**config.mk**
```make
export PLATFORM = sky130hd
export DESIGN_NAME = ifetch_unit
export DESIGN_NICKNAME = d
export VERILOG_FILES = /design/src/rtl/cpu_fetch_pkg.sv /design/src/rtl/ifetch_unit.sv
export SDC_FILE = /design/constraint.sdc
export NUM_CORES = 1
export LEC_CHECK = 0
export ABC_AREA = 1
export ABC_CLOCK_PERIOD_IN_PS = 7900
export CELL_PAD_IN_SITES_DETAIL_PLACEMENT = 1
export CELL_PAD_IN_SITES_GLOBAL_PLACEMENT = 1
export CORE_MARGIN = 3
export CORE_UTILIZATION = 34
export CTS_CLUSTER_SIZE = 20
export DETAILED_ROUTE_END_ITERATION = 12
export GPL_TIMING_DRIVEN = 0
export PLACE_DENSITY_LB_ADDON = 0.1
export SETUP_SLACK_MARGIN = 0.1
export SYNTH_ARGS = -nofsm -noshare
export SYNTH_HDL_FRONTEND = slang
export SYNTH_SLANG_ARGS = --single-unit
```
**constraint.sdc**
```tcl
create_clock -name clk -period 7.9 [get_ports clk]
set_clock_uncertainty 0.05 [all_clocks]
set_input_delay 1.58 -clock clk [delete_from_list [all_inputs] [get_ports clk]]
set_output_delay 1.58 -clock clk [all_outputs]
set_load 0.02 [all_outputs]
```
**src/rtl/cpu_fetch_pkg.sv**
```systemverilog
// Shared types and constants for the instruction fetch sequencer.
package cpu_fetch_pkg;

   typedef enum logic [1:0] {
      IDLE = 2'd0,
      REQ  = 2'd1,
      LOAD = 2'd2,
      ERR  = 2'd3
   } fetch_state_t;

   localparam logic [1:0] ALIGN_MASK      = 2'b11;
   localparam int         DEFAULT_TIMEOUT = 15;

   // A fetch address is legal only when it is word aligned.
   function automatic logic is_misaligned(input logic [31:0] addr);
      return (addr[1:0] & ALIGN_MASK) != 2'b00;
   endfunction

endpackage

```
**src/rtl/ifetch_unit.sv**
```systemverilog
// Fetch sequencer: reads one instruction word per request and strobes it into
// the IR; outputs change only on rising edges so the IR's falling-edge latch sees stable data.
module ifetch_unit
   import cpu_fetch_pkg::*;
#(
   parameter int TIMEOUT = DEFAULT_TIMEOUT,
   parameter int CNT_W   = 4
) (
   input  logic        clk,
   input  logic        rst,
   input  logic        fetch_req,
   input  logic [31:0] pc_in,
   input  logic        flush,
   output logic        imem_rd,
   output logic [31:0] imem_addr,
   input  logic [31:0] imem_rdata,
   input  logic        imem_ready,
   output logic        ir_in,
   output logic [31:0] ir_wdata,
   output logic        fetch_done,
   output logic        busy,
   output logic        fault,
   output logic [31:0] fault_addr
);

   localparam logic [CNT_W-1:0] CNT_LAST = CNT_W'(TIMEOUT - 1);

   fetch_state_t     state_r;
   logic [31:0]      addr_r;
   logic [31:0]      data_r;
   logic [31:0]      fault_addr_r;
   logic [CNT_W-1:0] cnt_r;

   // Fetch state machine, address/data capture and timeout counter.
   always_ff @(posedge clk or posedge rst) begin
      if (rst) begin
         state_r      <= IDLE;
         addr_r       <= 32'h0000_0000;
         data_r       <= 32'h0000_0000;
         fault_addr_r <= 32'h0000_0000;
         cnt_r        <= '0;
      end else begin
         case (state_r)
            IDLE: begin
               if (!flush && fetch_req) begin
                  addr_r <= pc_in;
                  cnt_r  <= '0;
                  if (is_misaligned(pc_in)) begin
                     state_r      <= ERR;
                     fault_addr_r <= pc_in;
                  end else begin
                     state_r <= REQ;
                  end
               end
            end
            REQ: begin
               if (flush) begin
                  state_r <= IDLE;
               end else if (imem_ready) begin
                  data_r  <= imem_rdata;
                  state_r <= LOAD;
               end else if ((TIMEOUT != 0) && (cnt_r == CNT_LAST)) begin
                  state_r      <= ERR;
                  fault_addr_r <= addr_r;
               end else begin
                  cnt_r <= cnt_r + CNT_W'(1);
               end
            end
            LOAD: state_r <= IDLE;
            // The fault is sticky until a flush; fault_addr_r is kept.
            ERR: begin
               if (flush) begin
                  state_r <= IDLE;
               end
            end
            default: state_r <= IDLE;
         endcase
      end
   end

   // Outputs decode the registered state; only the LOAD strobe is gated by flush.
   assign imem_rd    = (state_r == REQ);
   assign imem_addr  = addr_r;
   assign ir_in      = (state_r == LOAD) && !flush;
   assign fetch_done = ir_in;
   assign ir_wdata   = data_r;
   assign busy       = (state_r != IDLE);
   assign fault      = (state_r == ERR);
   assign fault_addr = fault_addr_r;

endmodule

```
[Word-level counts from Yosys, hierarchy flattened]
Index checks and enable logic that the tools add are counted.
Word-level totals
  latch bits: 0
  bits in read-only memories: 0
  logic and storage cells: 49
  memories: 0
  flip-flop bits (word level): 102
  output and inout bits: 101
  bits in writable memories: 0
Operators by class
  order comparisons: 0
  equal/unequal tests: 12
  mux-type cells: 18
  div/mod/pow operators: 0
  bitwise gates (word level): 1
  reductions and logical operators: 12
  add/sub/neg operators: 1
  shift-type cells: 0
  $mul: 0
Operators by type and width (count)
  32-bit two-way mux: 5
  32-bit case mux with 2 select lines: 1
  4-bit two-way mux: 4
  2-bit two-way mux: 6
  2-bit != test, second input constant: 6
  2-bit case mux with 4 select lines: 1
  4-bit case mux with 2 select lines: 1
  3-bit AND reduction: 2
  6-bit AND reduction: 1
  2-bit nonzero test: 3
  5-bit AND reduction: 1
  4-bit by 1-bit adder with 4-bit output, second input constant: 1
  2-bit equality test, second input constant: 2
  4-bit equality test, second input constant: 1
  4-bit by 2-bit != test with 1-bit output, second input constant: 1
  2-bit by 1-bit equality test with 1-bit output, second input constant: 1
  1-bit logical AND: 2
  2-bit logical NOT: 1
  2-bit by 1-bit != test with 1-bit output, second input constant: 1
  2-bit AND reduction: 1
  1-bit logical NOT: 1
  1-bit inverter: 1

[Logic depth before layout (Yosys ltp)]
Gate-level depths: netlist of the first run.
  depth in word-level cells: 5
  depth in mapped cells: 9
  gate-level depth less buffers: 8

[Worst setup path before layout of the first run]
Ideal clock, no wire load.
  kind: input to output
  start point: input port flush
  end point: output port ir_in
  stages: 2
  buffers on the path: 1
  data required time: 6.270 ns
  path slack: 3.898 ns
  arrival time: 2.372 ns
  path through: nor3_1 -> buf_4
Between the ends
  cells in the longest elaborated chain, start to end: 2
RTL lines
  start, declared: line ifetch_unit.sv:13  | input logic flush,
  1-bit logical NOT: line ifetch_unit.sv:84  | assign ir_in = (state_r == LOAD) && !flush;
  1-bit logical AND: line ifetch_unit.sv:84
  end, declared: line ifetch_unit.sv:18  | output logic ir_in,
Every way passes these cells.

[Worst setup path after layout of the first run]
Ends and elaborated chain as after synthesis.

==> key figures, run 1 <==
Clock tree
  • Reg clk slew, reported paths: ~60 ps
  • CTS resizes: 0
  • Clock buffer depth: 2
  • Cts hold-fix bufs: 0
  • Clock root cell: clkbuf_16
  • Htree depth: 3
  • Clock sinks: about 100
  • Post CTS Setup Buffer Count: 0
  • CTS buffer count: 9
  • CTS tree: built
  • Skew-Pair Late Insertion Delay: around 350 ps

Min path
  • Hold_sp: fault_addr[15]
  • Worst min path class: register to register
  • Worst hold stages: 2

Detailed routing
  • DR WL/cell: about 16 µm
  • Final WL: ~15 mm
  • Routed Antenna Nets: 0
  • Initial DRC count: about 220
  • # DRC: 0
  • Vias/cell: between 4 and 5
  • Routed vias: roughly 4400
  • Initial DRT Pass Iterations: 4

Global routing
  • Gr ovfl total: 0
  • Antenna violations before repair: 0
  • Largest net degree at the start of global routing: 70
  • First-pass GRT wire length: 24.3 mm
  • Vias in the first global route: approximately 4700
  • All-Layer GR Usage: 0.208

Timing
  • Unrepaired setup endpoints after global routing: no
  • Slew Viols, Final: 0
  • Rel. slew slack: 0.626
  • Worst Tran Pin Value: approximately 560 ps
  • Final setup fails: 0
  • Final Hold Fails: 0
  • Setup TNS: 0 ps
  • Fmax achieved: between 200 and 250 MHz
  • Period utilization: 0.614
  • Fin crit period: ~4900 ps

Floorplanning
  • Die X-Extent: 121 µm
  • Die H: 121 µm
  • Core area: around 13000 µm²
  • Initial Util: 0.352
  • Num rows: between 40 and 50
  • Top-Level Pins: 170
  • Area of the die: about 15000 µm²

Synth
  • Count of different cell masters after synthesis: 21
  • Simple-Gate Fraction of Synth Area: 0.278
  • Compound-gate portion of the synthesized area: 0.0797
  • Synthesis-stage register bit count: 102
  • Main combinational cell family by area after synthesis: simple AND/OR/NAND/NOR gates
  • Sequential element share of the synthesized area: 0.565
  • Synthesized cell area: 4520 µm²
  • Multiplexer area fraction after synthesis: 0
  • Fraction of the mapped netlist area in adder cells: 0.00554
  • Warning count from the yosys run: 0
  • Post-synthesis xor/xnor area fraction: 0
  • Avg Cell Area, Syn: a little over 8 µm²
  • Mapped Nets: 626
  • Post-Synthesis Cells: ~560

Run
  • Max Cap Violations: 0

Run status
  • Status: complete, no violations

Placement
  • Routability cong.: 0.787
  • I/O Buffers: between 150 and 200
  • Post-DP HPWL: 11.3 mm
  • Post-placement cell count: 896

Power and ir drop
  • IR drop worst, VDD: between 0.00015 and 0.0002 V
  • Power Density: roughly 450 nW/µm²
  • Design Power: approximately 3 mW
  • Int Power: 1.72 mW
  • Lkg Pwr: between 3 and 4 nW
  • Comb power frac: 0.533
  • Clock power share: 0.149
  • Share of power burned in registers: 0.318
  • Net Sw Frac: 0.432
  • NetSw: ~1.3 mW

Critical path
  • Worst path required time: 6270 ps
  • Worst setup startpoint: flush
  • Reg2reg start: cnt_r[0]
  • Crit path launch type: primary input
  • Crit path kind: primary input to output pin
  • Top fanout value on the critical path: 4
  • Worst-case reg-to-reg path depth: 7
  • Worst setup EP type: output pin
  • Arrival @ worst endpoint: 3220 ps

Cells and area
  • Share of post-route cells with drive strength above 1: 0.0689
  • Layout Nets: a little over 800
  • Antenna cells: 0
  • Final Non-Filler Cells: just over 900
  • Area growth syn-to-layout: 49.3%
  • FILL cells: around 1600
layer usage:
layer	global-route usage	vias up	wire, µm
met5	0	-	0
met4	0.0812	0	320
met3	0.0396	17	723
met2	0.351	124	7440
met1	0.265	2172	6570
li1	-	2121	-
cells in the final DEF (no fill, tap or decap), types with 2 or more instances in the layout:
master           netlist  routed
inv_2                  2       2
buf_1                  2       2
nand3_1               72      72
o21ai_0               50      50
clkbuf_1               8       8
nor2_2                 3       3
nand2_1              206     206
inv_1                 41      40
dfrtp_1              102     102
clkinv_2               0       3
clkdlybuf4s50_1        0     168
a21oi_1               15      15
clkbuf_16              0       9
buf_2                 21      21
nor2_1                14      14
nand4_1                2       2
o21ai_1                7       7
ha_1                   2       2
buf_4                  3       3
worst max-delay path: stages:
cell and delay (ps):
clkdlybuf4s50_1 480, nor3_1 350, buf_4 170, clkdlybuf4s50_1 630
synth_stat cells:
| cell | number | area share |
|---|---|---|
| buf_4 | 3 | 0.0050 |
| o21ai_0 | 50 | 0.055 |
| nor2_1 | 14 | 0.012 |
| nand2_1 | 206 | 0.17 |
| ha_1 | 2 | 0.0055 |
| buf_2 | 21 | 0.023 |
| inv_2 | 2 | 0.0017 |
| inv_1 | 41 | 0.034 |
| dfrtp_1 | 102 | 0.56 |
| nand3_2 | 1 | 0.0022 |
| nor2_4 | 1 | 0.0025 |
| o21ai_1 | 7 | 0.0077 |
| nand3_1 | 72 | 0.080 |
| nor2_2 | 3 | 0.0042 |
| clkbuf_1 | 8 | 0.0066 |
| or2_2 | 1 | 0.0014 |
| buf_1 | 2 | 0.0017 |
| nand4_1 | 2 | 0.0028 |
| nor3_1 | 1 | 0.0011 |
| nand2_2 | 1 | 0.0014 |
| a21oi_1 | 15 | 0.017 |
final cells by class:
type                            instances  area [µm²]  share of cell area
Buffer                                 34         165              0.0245
Inverter                               43         164              0.0243
Sequential cell                       102        2550               0.378
Clock buffer                           10         239              0.0354
Timing Repair Buffer                  169        1710               0.253
Clock inverter                          6        61.3             0.00909
Multi-Input combinational cell        376        1640               0.243
Tap cell                              172         215              0.0319
state kept, by name, summed over array words and instances (netlist names):
name        cells
fault_addr     32
imem_addr      32
cnt_r           4
ir_wdata       32
state_r         2
power by group through the flow:
stage | logic (mW) | registers [mW] | clock network [mW]
3_5_place_dp | 1.63 | 0.965 | 0
3_3_place_gp | 1.58 | 0.949 | 0
4_1_cts | 1.64 | 0.962 | 0.466
5_1_grt | 1.76 | 0.995 | 0.482
6_report | 1.61 | 0.961 | 0.451
2_1_floorplan | 0.552 | 1.24 | 0
per-stage QoR:
| stage | utilization | instance area, µm² | hold WS (ps) | setup slack [ps] |
|---|---|---|---|---|
| after detailed placement | 0.503 | 6450 | 408 | 3010 |
| after global routing | 0.526 | 6750 | 447 | 2930 |
| final | 0.526 | 6750 | 419 | 3050 |
| after CTS | 0.526 | 6750 | 425 | 3010 |
| after floorplan | - | 4520 | 466 | 3590 |
| after global placement | 0.500 | 6420 | 403 | 1840 |
final timing paths:
check / to / slack (ps)
max in group asynchronous: fault_addr[3] / 5550
hold / removal: fault_addr[15] / 420
min in group asynchronous: ir_wdata[14] / 1550
setup / recovery: ir_in / 3050
hold reg to reg: fault_addr[15] / 420
setup reg to reg: fault_addr[12] / 6140
kinds of logic (layout without fill, tap and decap cells):
logic type,Yosys count,count (layout)
AO/OA/AOI/OAI,72,72
adder cells (fa/ha/maj),2,2
buffers and inverters,77,262
flip-flops,102,102
AND/OR/NAND/NOR,302,302
No activity file was read; power rests on OpenSTA's default activity.
==> inputs of run 2 (changes only) <==
- ABC_CLOCK_PERIOD_IN_PS: 7900 -> 4000
- CORE_UTILIZATION: 34 -> 28
- clock period: 7.9 -> 4 ns (I/O delays scaled with it)
==> key figures, run 2 (synthesis results as in run 1) <==
Critical path
  • Worst-case reg-to-reg path depth: 7 (unchanged)
  • Worst path required time: 3150 ps (-3120 ps)
  • Worst path slowest cell: clkdlybuf4s50_1
  • CP bufs+invs: 3 (unchanged)
  • Worst r2r dst: fault_addr[8]
  • Worst setup EP type: output pin
  • Arrival @ worst endpoint: 2510 ps (-710 ps)
  • Worst path cell trace: clkdlybuf4s50_1 > nor3_1 > buf_4 > clkdlybuf4s50_1
  • Reg2Reg Setup Slack: 2230 ps (-3910 ps)
  • CP peak stage delay: 590 ps (-40 ps)
  • Crit path kind: primary input to output pin
  • Top delay family on crit path: buffers and inverters
  • Top fanout value on the critical path: 4 (unchanged)
  • Reg2reg start: cnt_r[0]
  • Crit path launch type: primary input
  • Cell mode on critical path: clkdlybuf4s50_1

Timing
  • Unrepaired setup endpoints after global routing: no
  • Slew Viols, Final: 0 (unchanged)
  • Final setup fails: 0 (unchanged)
  • Setup TNS: 0 ps (unchanged)
  • Period utilization: 0.839
  • Final Hold Fails: 0 (unchanged)
  • Rel. slew slack: 0.621 (-0.00438)
  • Worst Tran Pin Value: 568 ps (+6.57 ps)
  • Fin crit period: around 3400 ps
  • Fmax achieved: roughly 300 MHz

Power and ir drop
  • Power Density: 881 nW/µm² (+97%)
  • IR drop worst, VDD: 0.000297 V (+69%)
  • Int Power: 3.43 mW (+100%)
  • Share of power burned in registers: 0.315 (-0.003)
  • Lkg Pwr: 3.30 nW (about the same)
  • Design Power: 6.01 mW (+99%)
  • Comb power frac: 0.527 (-0.006)
  • NetSw: 2.58 mW (+98%)
  • Clock power share: 0.158 (+0.009)
  • Net Sw Frac: 0.430 (-0.00225)

Placement
  • Post-placement cell count: 935 (+4.4%)
  • Routability cong.: 0.784 (-0.47%)
  • Post-DP HPWL: 11.2 mm (-0.16%)
  • I/O Buffers: 168 (unchanged)

Min path
  • Hold Path End: fault_addr[16]
  • Worst hold stages: 2 (unchanged)
  • Worst min path class: register to register
  • Hold_sp: fault_addr[16]

Run status
  • Status: complete, no violations

Global routing
  • Vias in the first global route: 4718 (-0.21%)
  • Antenna violations before repair: 0 (unchanged)
  • All-Layer GR Usage: 0.175 (-0.0330)
  • Largest net degree at the start of global routing: 67 (-4.3%)
  • Gr ovfl total: 0 (unchanged)
  • First-pass GRT wire length: 25.2 mm (+3.7%)

Clock tree
  • Clock buffer depth: 2 (unchanged)
  • CTS buffer count: 9 (unchanged)
  • Clock sinks: 102 (unchanged)
  • Skew-Pair Late Insertion Delay: 350 ps (about the same)
  • Cts hold-fix bufs: 0 (unchanged)
  • Reg clk slew, reported paths: 70 ps (about the same)
  • Post CTS Setup Buffer Count: 0 (unchanged)
  • Clock root cell: clkbuf_16
  • Htree depth: 3 (unchanged)
  • CTS resizes: 0 (unchanged)
  • CTS tree: built

Detailed routing
  • DR WL/cell: 16.0 µm (-3.0%)
  • Initial DRT Pass Iterations: 5 (+1)
  • Final WL: 15.2 mm (+1.1%)
  • Routed vias: 4411 (-0.52%)
  • Vias/cell: 4.64 (-4.6%)
  • Initial DRC count: 98 (-55%)
  • # DRC: 0 (unchanged)
  • Routed Antenna Nets: 0 (unchanged)

Cells and area
  • Most common cell after layout, fill and taps aside: nand2_1
  • FILL cells: 1852 (+18%)
  • Final Non-Filler Cells: 951 (+4.3%)
  • Most frequent cells in the layout: nand2_1, clkdlybuf4s50_1, dfrtp_1, nand3_1, o21ai_0
  • Layout Nets: 806 (unchanged)
  • Area growth syn-to-layout: 50.8%
  • Share of post-route cells with drive strength above 1: 0.0689 (unchanged)
  • Antenna cells: 0 (unchanged)

Floorplanning
  • Core area: 15500 µm² (+21%)
  • Die X-Extent: 133 µm (+9.7%)
  • Initial Util: 0.292 (-0.0605)
  • Area of the die: 17700 µm² (+20%)
  • Top-Level Pins: 170 (unchanged)
  • Num rows: 45 (+9.8%)
  • Die H: 133 µm (+9.7%)

Run
  • Max Cap Violations: 0 (unchanged)
[run 2: cell count changes in the layout (fill, tap and decap cells not counted)]
cell and change:
clkinv_2 -3, clkinvlp_4 +1, clkbuf_8 +2
[run 2: how the worst max path moves through the flow]
stage	startpoint	slack [ps]	cells past startpoint	to
finish	flush	640	4	ir_in
global route	flush	620	4	ir_in
floorplan	rst	470	1	cnt_r[0]
CTS	flush	640	4	ir_in
global placement	rst	-1410	2	fault_addr[2]
detailed placement	flush	640	4	ir_in
[run 2: cell type report]
type | count | area [µm²] | area share
Timing Repair Buffer | 169 | 1710 | 0.251
Buffer | 34 | 165 | 0.0242
Multi-Input combinational cell | 376 | 1640 | 0.241
Clock inverter | 4 | 53.8 | 0.00789
Clock buffer | 12 | 267 | 0.0391
Inverter | 43 | 164 | 0.0240
Sequential cell | 102 | 2550 | 0.374
Tap cell | 211 | 264 | 0.0387
[run 2: per-layer routing]
metal | global-route usage | vias up | routed length [µm]
met5 | 0 | - | 0
met3 | 0.0452 | 12 | 876
met2 | 0.287 | 117 | 7100
met1 | 0.232 | 2159 | 7080
met4 | 0.0450 | 0 | 164
li1 | - | 2123 | -
[run 2: worst min-delay path: stages, from the launching register on]
cell,delay (ps)
dfrtp_1,350
nand2_1,50
nand2_1,50
[run 2: stage by stage]
step,utilization,hold WS (ps),setup slack [ps],cell area (µm²)
2_1_floorplan,-,466,475,4520
4_1_cts,0.440,428,643,6820
6_report,0.440,424,642,6820
3_5_place_dp,0.420,411,644,6500
3_3_place_gp,0.418,403,-1410,6470
5_1_grt,0.440,445,621,6820
[run 2: power by group through the flow]
stage               registers [mW]  logic, mW  clock network [mW]
floorplan                     2.45       1.09                   0
global placement              1.88       3.16                   0
detailed placement            1.91       3.22                   0
CTS                           1.90       3.23               0.970
global route                  1.96       3.48                1.01
finish                        1.89       3.17               0.947
